[config.mk]
export PLATFORM = sky130hd
export DESIGN_NAME = spi_tx_arbiter
export DESIGN_NICKNAME = d
export VERILOG_FILES = /design/src/rtl/spi_tx_arbiter_pkg.sv /design/src/rtl/spi_rr_arbiter.sv /design/src/rtl/spi_tx_arbiter.sv
export SDC_FILE = /design/constraint.sdc
export NUM_CORES = 1
export LEC_CHECK = 0
export CORE_MARGIN = 5
export CORE_UTILIZATION = 50
export DETAILED_ROUTE_END_ITERATION = 16
export PLACE_DENSITY = 0.77
export SLEW_MARGIN = 20
export SYNTH_ARGS = -nofsm -noshare
export SYNTH_HDL_FRONTEND = slang
export SYNTH_SLANG_ARGS = --single-unit
[constraint.sdc]
create_clock -name sysclk_p -period 3.4 [get_ports sysclk_p]
set_clock_uncertainty 0.15 [all_clocks]
set_input_delay 0.34 -clock sysclk_p [delete_from_list [all_inputs] [get_ports sysclk_p]]
set_output_delay 0.34 -clock sysclk_p [all_outputs]
set_load 0.02 [all_outputs]
[src/rtl/spi_tx_arbiter_pkg.sv]
// Shared types for the SPI transmit arbiter: FSM state encoding and counter sizing.
package spi_tx_arbiter_pkg;

  typedef enum logic [2:0] {
    ST_IDLE   = 3'd0,
    ST_SETUP  = 3'd1,
    ST_LAUNCH = 3'd2,
    ST_XFER   = 3'd3,
    ST_HOLD   = 3'd4
  } state_e;

  localparam int DEF_SS_SETUP     = 16;
  localparam int DEF_SS_HOLD      = 16;
  localparam int DEF_BUSY_TIMEOUT = 255;

  // One counter serves setup, launch timeout and hold, so size it for the largest.
  function automatic int cnt_width(input int setup, input int hold, input int timeout);
    int m;
    m = setup;
    if (hold > m) m = hold;
    if (timeout > m) m = timeout;
    return $clog2(m + 1);
  endfunction

  localparam int DEF_CNT_W = cnt_width(DEF_SS_SETUP, DEF_SS_HOLD, DEF_BUSY_TIMEOUT);

endpackage

[src/rtl/spi_rr_arbiter.sv]
// Combinational round-robin pick: first set request at or above ptr_i, wrapping at N-1.
module spi_rr_arbiter #(
  parameter int N = 4
) (
  input  logic [N-1:0]         req_i,
  input  logic [$clog2(N)-1:0] ptr_i,
  output logic [N-1:0]         gnt_o,
  output logic [$clog2(N)-1:0] gnt_idx_o,
  output logic                 valid_o
);

  localparam int IW = $clog2(N);

  int             j;
  logic [IW-1:0]  jj;

  always_comb begin
    gnt_o     = '0;
    gnt_idx_o = '0;
    valid_o   = 1'b0;
    j         = 0;
    jj        = '0;
    for (int i = 0; i < N; i++) begin
      j = int'(ptr_i) + i;
      if (j >= N) j = j - N;
      jj = IW'(j);
      if (!valid_o && req_i[jj]) begin
        valid_o   = 1'b1;
        gnt_o[jj] = 1'b1;
        gnt_idx_o = jj;
      end
    end
  end

endmodule

[src/rtl/spi_tx_arbiter.sv]
// Shares one spi_master transmit engine between NUM_REQ requesters, one slave select each,
// sequencing SS assert, setup delay, req/busy handshake and hold delay before SS release.
module spi_tx_arbiter
  import spi_tx_arbiter_pkg::*;
#(
  parameter int NUM_REQ      = 4,
  parameter int SS_SETUP     = DEF_SS_SETUP,
  parameter int SS_HOLD      = DEF_SS_HOLD,
  parameter int BUSY_TIMEOUT = DEF_BUSY_TIMEOUT
) (
  input  logic                   sysclk_p,
  input  logic                   rst_n,
  input  logic [NUM_REQ-1:0]     req_i,
  input  logic [8*NUM_REQ-1:0]   data_i,
  output logic [NUM_REQ-1:0]     done_o,
  output logic [NUM_REQ-1:0]     err_o,
  output logic                   active_o,
  output logic [NUM_REQ-1:0]     spi_ss_n_o,
  output logic                   spi_tx_req_o,
  output logic [7:0]             spi_tx_data_o,
  input  logic                   spi_busy_i,
  output state_e                 dbg_state_o
);

  localparam int IW = $clog2(NUM_REQ);
  localparam int CW = cnt_width(SS_SETUP, SS_HOLD, BUSY_TIMEOUT);

  localparam logic [CW-1:0] SETUP_LAST   = CW'(SS_SETUP - 1);
  localparam logic [CW-1:0] HOLD_LAST    = CW'(SS_HOLD - 1);
  localparam logic [CW-1:0] TIMEOUT_LAST = CW'(BUSY_TIMEOUT - 1);

  state_e               state_q;
  logic [IW-1:0]        ptr_q;
  logic [IW-1:0]        ptr_d;
  logic [CW-1:0]        cnt_q;
  logic [7:0]           byte_q;
  logic [NUM_REQ-1:0]   ss_n_q;
  logic                 tx_req_q;
  logic [7:0]           tx_data_q;
  logic [NUM_REQ-1:0]   done_q;
  logic [NUM_REQ-1:0]   err_q;
  logic                 active_q;
  logic                 timeout_q;

  logic [NUM_REQ-1:0]   gnt_oh;
  logic [IW-1:0]        gnt_idx;
  logic                 gnt_valid;
  logic [7:0]           gnt_byte;
  logic                 grant;

  spi_rr_arbiter #(
    .N(NUM_REQ)
  ) u_rr (
    .req_i     (req_i),
    .ptr_i     (ptr_q),
    .gnt_o     (gnt_oh),
    .gnt_idx_o (gnt_idx),
    .valid_o   (gnt_valid)
  );

  always_comb begin
    gnt_byte = '0;
    for (int k = 0; k < NUM_REQ; k++) begin
      if (gnt_oh[k]) gnt_byte = data_i[8*k +: 8];
    end
  end

  // The winner becomes lowest priority on the next arbitration.
  assign ptr_d = (gnt_idx == IW'(NUM_REQ - 1)) ? '0 : gnt_idx + 1'b1;
  assign grant = !spi_busy_i && gnt_valid;

  // Handshake: spi_tx_req_o is held high with stable spi_tx_data_o until spi_busy_i is
  // sampled high (that sample is the accept); the transfer ends when spi_busy_i is sampled low.
  always_ff @(posedge sysclk_p or negedge rst_n) begin
    if (!rst_n) begin
      state_q   <= ST_IDLE;
      ptr_q     <= '0;
      cnt_q     <= '0;
      byte_q    <= '0;
      ss_n_q    <= '1;
      tx_req_q  <= 1'b0;
      tx_data_q <= '0;
      done_q    <= '0;
      err_q     <= '0;
      active_q  <= 1'b0;
      timeout_q <= 1'b0;
    end else begin
      done_q <= '0;
      err_q  <= '0;
      case (state_q)
        ST_IDLE: begin
          if (grant) begin
            byte_q    <= gnt_byte;
            ss_n_q    <= ~gnt_oh;
            active_q  <= 1'b1;
            ptr_q     <= ptr_d;
            cnt_q     <= '0;
            timeout_q <= 1'b0;
            state_q   <= ST_SETUP;
          end
        end
        ST_SETUP: begin
          if (cnt_q == SETUP_LAST) begin
            tx_req_q  <= 1'b1;
            tx_data_q <= byte_q;
            cnt_q     <= '0;
            state_q   <= ST_LAUNCH;
          end else begin
            cnt_q <= cnt_q + 1'b1;
          end
        end
        ST_LAUNCH: begin
          if (spi_busy_i) begin
            tx_req_q <= 1'b0;
            state_q  <= ST_XFER;
          end else if (cnt_q == TIMEOUT_LAST) begin
            tx_req_q  <= 1'b0;
            timeout_q <= 1'b1;
            cnt_q     <= '0;
            state_q   <= ST_HOLD;
          end else begin
            cnt_q <= cnt_q + 1'b1;
          end
        end
        ST_XFER: begin
          if (!spi_busy_i) begin
            cnt_q   <= '0;
            state_q <= ST_HOLD;
          end
        end
        ST_HOLD: begin
          if (cnt_q == HOLD_LAST) begin
            ss_n_q <= '1;
            // The low SS bit still identifies the owner on this last cycle.
            if (timeout_q) err_q  <= ~ss_n_q;
            else           done_q <= ~ss_n_q;
            active_q  <= 1'b0;
            timeout_q <= 1'b0;
            cnt_q     <= '0;
            state_q   <= ST_IDLE;
          end else begin
            cnt_q <= cnt_q + 1'b1;
          end
        end
        default: state_q <= ST_IDLE;
      endcase
    end
  end

  assign spi_ss_n_o    = ss_n_q;
  assign spi_tx_req_o  = tx_req_q;
  assign spi_tx_data_o = tx_data_q;
  assign done_o        = done_q;
  assign err_o         = err_q;
  assign active_o      = active_q;
  assign dbg_state_o   = state_q;

endmodule

## Word level (Yosys, flattened, before mapping)

Index checks and enable logic that the tools add are counted.

| word-level totals | value |
|---|---|
| flip-flop bits (word level) | 44 |
| input bits | 39 |
| output and inout bits | 25 |

| operators by class | value |
|---|---|
| add/sub/neg operators | 9 |
| order comparisons | 12 |
| eq/ne operators | 14 |
| muxes and demuxes | 70 |
| bitwise logic cells | 5 |
| reductions and logical operators | 25 |

Operator list:

| kind | count |
|---|---|
| 8-bit 2-to-1 mux | 9 |
| 4-bit 2-to-1 mux | 12 |
| 8-bit case mux with 4 select lines | 1 |
| 1-bit 2-to-1 mux | 20 |
| 2-bit 2-to-1 mux | 9 |
| 3-bit 2-to-1 mux | 6 |
| 3-bit case mux with 5 select lines | 1 |
| 2-bit by 3-bit less-than comparator with 1-bit output (second input constant) | 4 |
| 2-bit != test (second input constant) | 6 |
| 4-bit OR | 3 |
| 5-bit AND reduction | 2 |
| 3-bit >= comparator (second input constant) | 3 |
| 8-bit by 1-bit adder with 8-bit output (second input constant) | 1 |
| 1-bit binary-select mux with 2-bit select | 4 |
| 1-bit demux with 2-bit select | 4 |
| 8-bit by 4-bit equality test with 1-bit output (second input constant) | 1 |
| 8-bit equality test (second input constant) | 1 |
| 2-bit by 1-bit >= comparator with 1-bit output (second input constant) | 4 |
| 1-bit logical AND | 8 |
| 4-bit NOT | 2 |
| 4-bit case mux with 2 select lines | 1 |
| 2-bit by 1-bit subtractor with 2-bit output (second input constant) | 4 |
| 2-bit by 2-bit adder with 3-bit output (second input constant) | 2 |
| 3-bit by 2-bit equality test with 1-bit output (second input constant) | 2 |
| 18 further kinds | 25 |

## Depth between registers and ports, before layout

| depth | value |
|---|---|
| word-level depth | 18 |
| depth in mapped cells | 10 |
| mapped depth without buffers | 8 |

## Cells and area by module

A second synthesis with hierarchy kept.

| second synthesis, totals | value |
|---|---|
| cell total of the unflattened synthesis | 259 |
| area total of the unflattened synthesis | 2598.7 um2 |

By module, submodules not included:

| module | instances | cells each | area each (um2) | seq. area each (um2) |
|---|---|---|---|---|
| spi_tx_arbiter | 1 | 214 | 2177.1 | 1106.1 |
| spi_rr_arbiter | 1 | 45 | 421.7 | 0.0 |

## Worst setup path after synthesis

OpenSTA, ideal clock, no wires.

| timing | value |
|---|---|
| kind | reg-to-reg |
| start point | register (tool-made name) |
| end point | register byte_q[2] |
| library setup time | 145 ps |
| data arrival time | 2647 ps |
| data required time | 3105 ps |
| slack | 457 ps |
| cell stages (with the launch flop) | 11 |
| path buffers | 2 |
| period minus slack after synthesis | 2943 ps |
| cell sequence | dfrtp_1 -> buf_6 -> inv_1 -> ha_1 -> mux4_2 -> buf_2 -> a21o_1 -> o22ai_2 -> nand2_1 -> a2111oi_0 -> a221oi_2 |

RTL lines:

| item | RTL line | RTL |
|---|---|---|
| to (signal assigned) | spi_tx_arbiter.sv:93 | `byte_q <= gnt_byte;` |
| to (decl) | spi_tx_arbiter.sv:36 | `logic [7:0] byte_q;` |

## Worst setup path in the final report

| timing | value |
|---|---|
| start point | register ptr_q[1] |
| end point | register byte_q[2] |

| on the way | value |
|---|---|
| longest elaborated chain between the ends | 18 |
| elaborated cells on any way between the ends | 66 |
| classes of those cells | 7 x add/sub; 12 x order compare; 32 x mux; 3 x bitwise; 12 x reduce/logical |

RTL lines:

| item | RTL line | RTL |
|---|---|---|
| from (decl) | spi_tx_arbiter.sv:33 | `logic [IW-1:0] ptr_q;` |
| from (signal assigned) | spi_tx_arbiter.sv:96 | `ptr_q <= ptr_d;` |
| parallel branches: the longest is 18 deep, another holds 2-bit by 1-bit adder with 3-bit output | - |  |

Parallel ways; which one is timed is not known. The select of a mux whose other input is x is not followed.
A chain may end at the register's enable or synchronous reset.

==> results.md <==
- The headroom to the max-slew limit is about 55%.
- For this run, the total global-route usage over all layers was measured as a little over a fifth.
- The share of the Yosys chip area taken by registers is 41.3%.
- The initial utilization of the core area, before any placement, comes to 51.8%.
- Setup total negative slack on the finished layout was measured at 0 ns.
- For this run, the slowest stage of the critical path takes 0.52 ns.
- Counting the buffers created by CTS gives 5.
- The slowest stage cell on the critical path is sky130_fd_sc_hd__or4_1.
- The predominant post-synthesis flop cell is sky130_fd_sc_hd__dfrtp_1.
- The first global-routing pass estimated 12000 um of wire.
- OpenSTA, run right after detailed placement, puts the worst setup slack at 0.168 ns.
- In this run, synthesis produced a sequential element count of 44.
- Relative to the synthesized area, the layout overhead comes to 31.8%.
- The design draws 2.97 mW.
- The global placement routability congestion is ~0.83.
- The maximum root-to-sink buffer count is 2.
- The width of the die is ~83 um.
- The min-delay analysis places its worst path in the category register to register.
- CTS placed an instance of sky130_fd_sc_hd__clkbuf_8 at the clock tree root.
- The pre-antenna-repair detailed-routing pass consisted of 5 iterations.
- The critical path starts at ptr_q[1].
- The max-slew violation total from the final report is 0.
- The length in cells of the worst reg-to-reg path is 9.
- The aggregate global routing overflow is 0.
- The total number of placement rows is 26.
- For this block, the via count after detailed routing is 2501.
- The number of diodes is 0.
- During I/O placement, the number of pins put on the boundary was 64.
- At the worst endpoint, the arrival time is 3.16 ns.
- The endpoint of the worst-slack reg-to-reg timing path is byte_q[2].
- The startpoint identified for the worst register-to-register timing path is ptr_q[1].
- The netlist uses 47 different library cells.
- Entering global routing, the biggest net connects 45 pins.
- The maximum ir drop on the vdd rail is around 0.00054 V.
- The count of nets left with antenna violations once routing finished came out at 0.
- The actual slew at the worst max-slew pin is 0.665 ns.
- The aggregate routed wire length is just over 7000 um.
- The number of buffer cells added on primary ports is 63.
- The post-CTS setup buffer count is 0.
- The sequential cell area in the final layout is 1110 um2.
- After the last flow step, the layout net total stands at 392.
- The highest clock frequency the design can meet is 317 MHz.
- The number of endpoints failing setup at the final stage is 0.
- The per-instance average area after synthesis is slightly below 10 um2.
- The TritonCTS clock tree is built.
- The floorplan step defined a die boundary enclosing 6930 um2.
- Counting flops with an async set or reset pin after synthesis yields a share of 100%.
- In the routed design, unresolved DRC markers number 0.
- The count of synthesis-stage warnings from yosys is 0.
- The maximum level of the CTS H-tree is 2.
- The worst min-delay path startpoint is spi_ss_n_o[0].
- The area used by multi-input combinational logic is 1490 um2.
- The die is 83.2 um tall.
- Setup repair after global routing left no endpoint under its margin.
- Summed over all nets, the half-perimeter wirelength after detailed placement is roughly 5400 um.
- The data required time at the worst endpoint is 3.41 ns.
- The slack of the worst reg-to-reg path is 0.24 ns.
- The worst setup path is captured at a register.
- The maximum net fanout on the critical path is 18.
- The final-layout fill cell count is 405.
- The cell area power density is between 800 and 900 nW/um2.
- The time the final worst path needs with I/O delays and setup is 3.16 ns.
- The proportion of layout cells with a drive suffix above 1 is 14.5%.
- The tool flagged a number of max-cap violations equal to 0.
- The worst setup path is of the register to register kind.
- The flow ran to the end, and the final reports show no timing, DRC or antenna violations.
- The sort of element at the start of the critical path is a register.
- The clock reaches the later pin of the worst-skew pair after 0.29 ns.
- The cell count after synthesis came out at 275.
- The summed instance area of the synthesized netlist is 2680 um2.
- In the final routed layout, each cell accounts on average for 17.4 um.
- The via count of the first global-routing pass is 2445.
- Along the worst hold path, the cell count comes to 1.
- The final hold violation count is 0.
- The number of nets handed over by synthesis was between 300 and 400.
- The final critical path takes up between 90% and 100% of the cycle.
- In this run the static leakage power is between 1 and 1.5 nW.
- The initial antenna violation count is 0.
- The worst path meets setup with 0.241 ns of slack.
- The worst hold path terminates at err_o[0].
- The clock edge transition at the registers on the reported setup and hold paths is roughly 0.080 ns.
- The core outline area is 5170 um2.
- The clock net in this run drives a total of 44 sinks.
- The DRC marker count from the first detailed-route iteration is between 200 and 250.
- The per-cell via count in the routed design is about 6.
- Walking the worst path, the cells encountered are inv_1 > ha_1 > mux4_2 > nor4_1 > buf_4 > or4_1 > buf_12 > a2111oi_0 > a221oi_2.
- Yosys mapped a number of flops with a built-in enable equal to 0.
==> cell type report <==
type,count,share of cell area (%)
multi-input cells,213,42.1
flip-flops and latches,44,31.3
repair buffers,73,20.3
well taps,70,2.48
clock buffers,6,2.05
clock inverters,2,0.992
inverters,7,0.744
==> cells in the mapped netlist (5+ instances only) <==
library cell	instances	share of area, %
sky130_fd_sc_hd__a2bb2oi_1	5	1.6
sky130_fd_sc_hd__mux2_2	9	3.8
sky130_fd_sc_hd__ha_1	9	4.2
sky130_fd_sc_hd__or2_2	9	2.1
sky130_fd_sc_hd__a2111oi_0	8	2.6
sky130_fd_sc_hd__nor2_1	36	5.0
sky130_fd_sc_hd__nand2_1	26	3.6
sky130_fd_sc_hd__nand3_1	6	1.1
sky130_fd_sc_hd__a21oi_1	20	3.7
sky130_fd_sc_hd__o21ai_0	10	1.9
sky130_fd_sc_hd__a221oi_1	8	2.6
sky130_fd_sc_hd__inv_1	7	0.98
sky130_fd_sc_hd__o31ai_1	7	2.0
sky130_fd_sc_hd__dfrtp_1	40	37
sky130_fd_sc_hd__clkbuf_1	5	0.70
sky130_fd_sc_hd__a21boi_0	8	2.2
==> where the power goes <==
group          internal (mW)  total (mW)  switching (mW)
Combinational          0.764        1.78            1.01
Clock                  0.218       0.396           0.178
Sequential             0.661       0.798           0.137
Total                   1.64        2.97            1.33
==> repair_timing <==
action                    CTS  global route
hold buffers                0             1
hold endpoints to repair    0            40
gates resized for setup     0             0
==> state kept, by name, summed over array words and instances, names as in the netlist, 3 cells and up, named ones only <==
signal / flops
byte_q: 8
cnt_q: 8
spi_tx_data_o: 8
done_o: 4
err_o: 4
spi_ss_n_o: 4
dbg_state_o: 3
==> metal layers <==
layer	wire [um]	GRT usage, %	vias up
met5	0	0	-
met4	131	5.50	0
met3	350	2.97	18
met2	3720	36.7	91
met1	3040	26.6	1216
li1	-	-	1176
==> cells by family (layout without fill, tap and decap cells) <==
group,after synthesis,count (layout),share of synthesized area [%]
xor+xnor,3,3,0.980
simple gates,102,102,19.1
compound gates,84,84,23.1
mux,15,15,7.89
buf+inv,18,88,3.50
fa+ha+maj,9,9,4.20
flops,44,44,41.3
==> metrics by stage <==
stage	hold WS (ns)	std cells	cell area, um2	util (%)
floorplan	-0.106	275	2680	-
global route	0.378	415	3530	68.3
detailed placement	0.346	406	3410	66.0
finish	0.358	415	3530	68.3
CTS	0.0913	414	3520	68.1
global placement	0.340	406	3410	66.0
==> cell usage in the layout, fill, tap and decap left out, drive strengths merged, types with 4 or more instances in the layout <==
cell type / count
nor2: 36
clkbuf: 6
dfstp: 4
nand3: 6
o41ai: 4
inv: 7
mux4: 4
a21oi: 20
clkdlybuf4s50: 62
ha: 9
a21boi: 8
nand2: 26
o2bb2ai: 4
o31ai: 7
a2111oi: 8
o21ai: 11
buf: 10
a2bb2oi: 5
mux2: 9
a221oi: 10
or2: 9
dfrtp: 40
==> worst max-delay path by stage <==
stage                      endpoint  slack, ns  cells after the start
final                     byte_q[2]       0.24                      9
after global routing      byte_q[1]       0.09                      9
after CTS                 byte_q[2]       0.24                      9
after detailed placement  byte_q[2]       0.17                      8
after global placement    byte_q[2]       0.31                      8
after floorplan           byte_q[2]       0.46                     10
==> critical path, delay by kind of cell, from the launching register on <==
family,cells,cell delay [ns]
AO/OA/AOI/OAI,2,0.63
buffers and inverters,3,0.51
multiplexers,1,0.41
flip-flops,1,0.38
AND/OR/NAND/NOR,2,0.62
adder cells (fa/ha/maj),1,0.31
No activity file was read; power rests on OpenSTA's default activity.
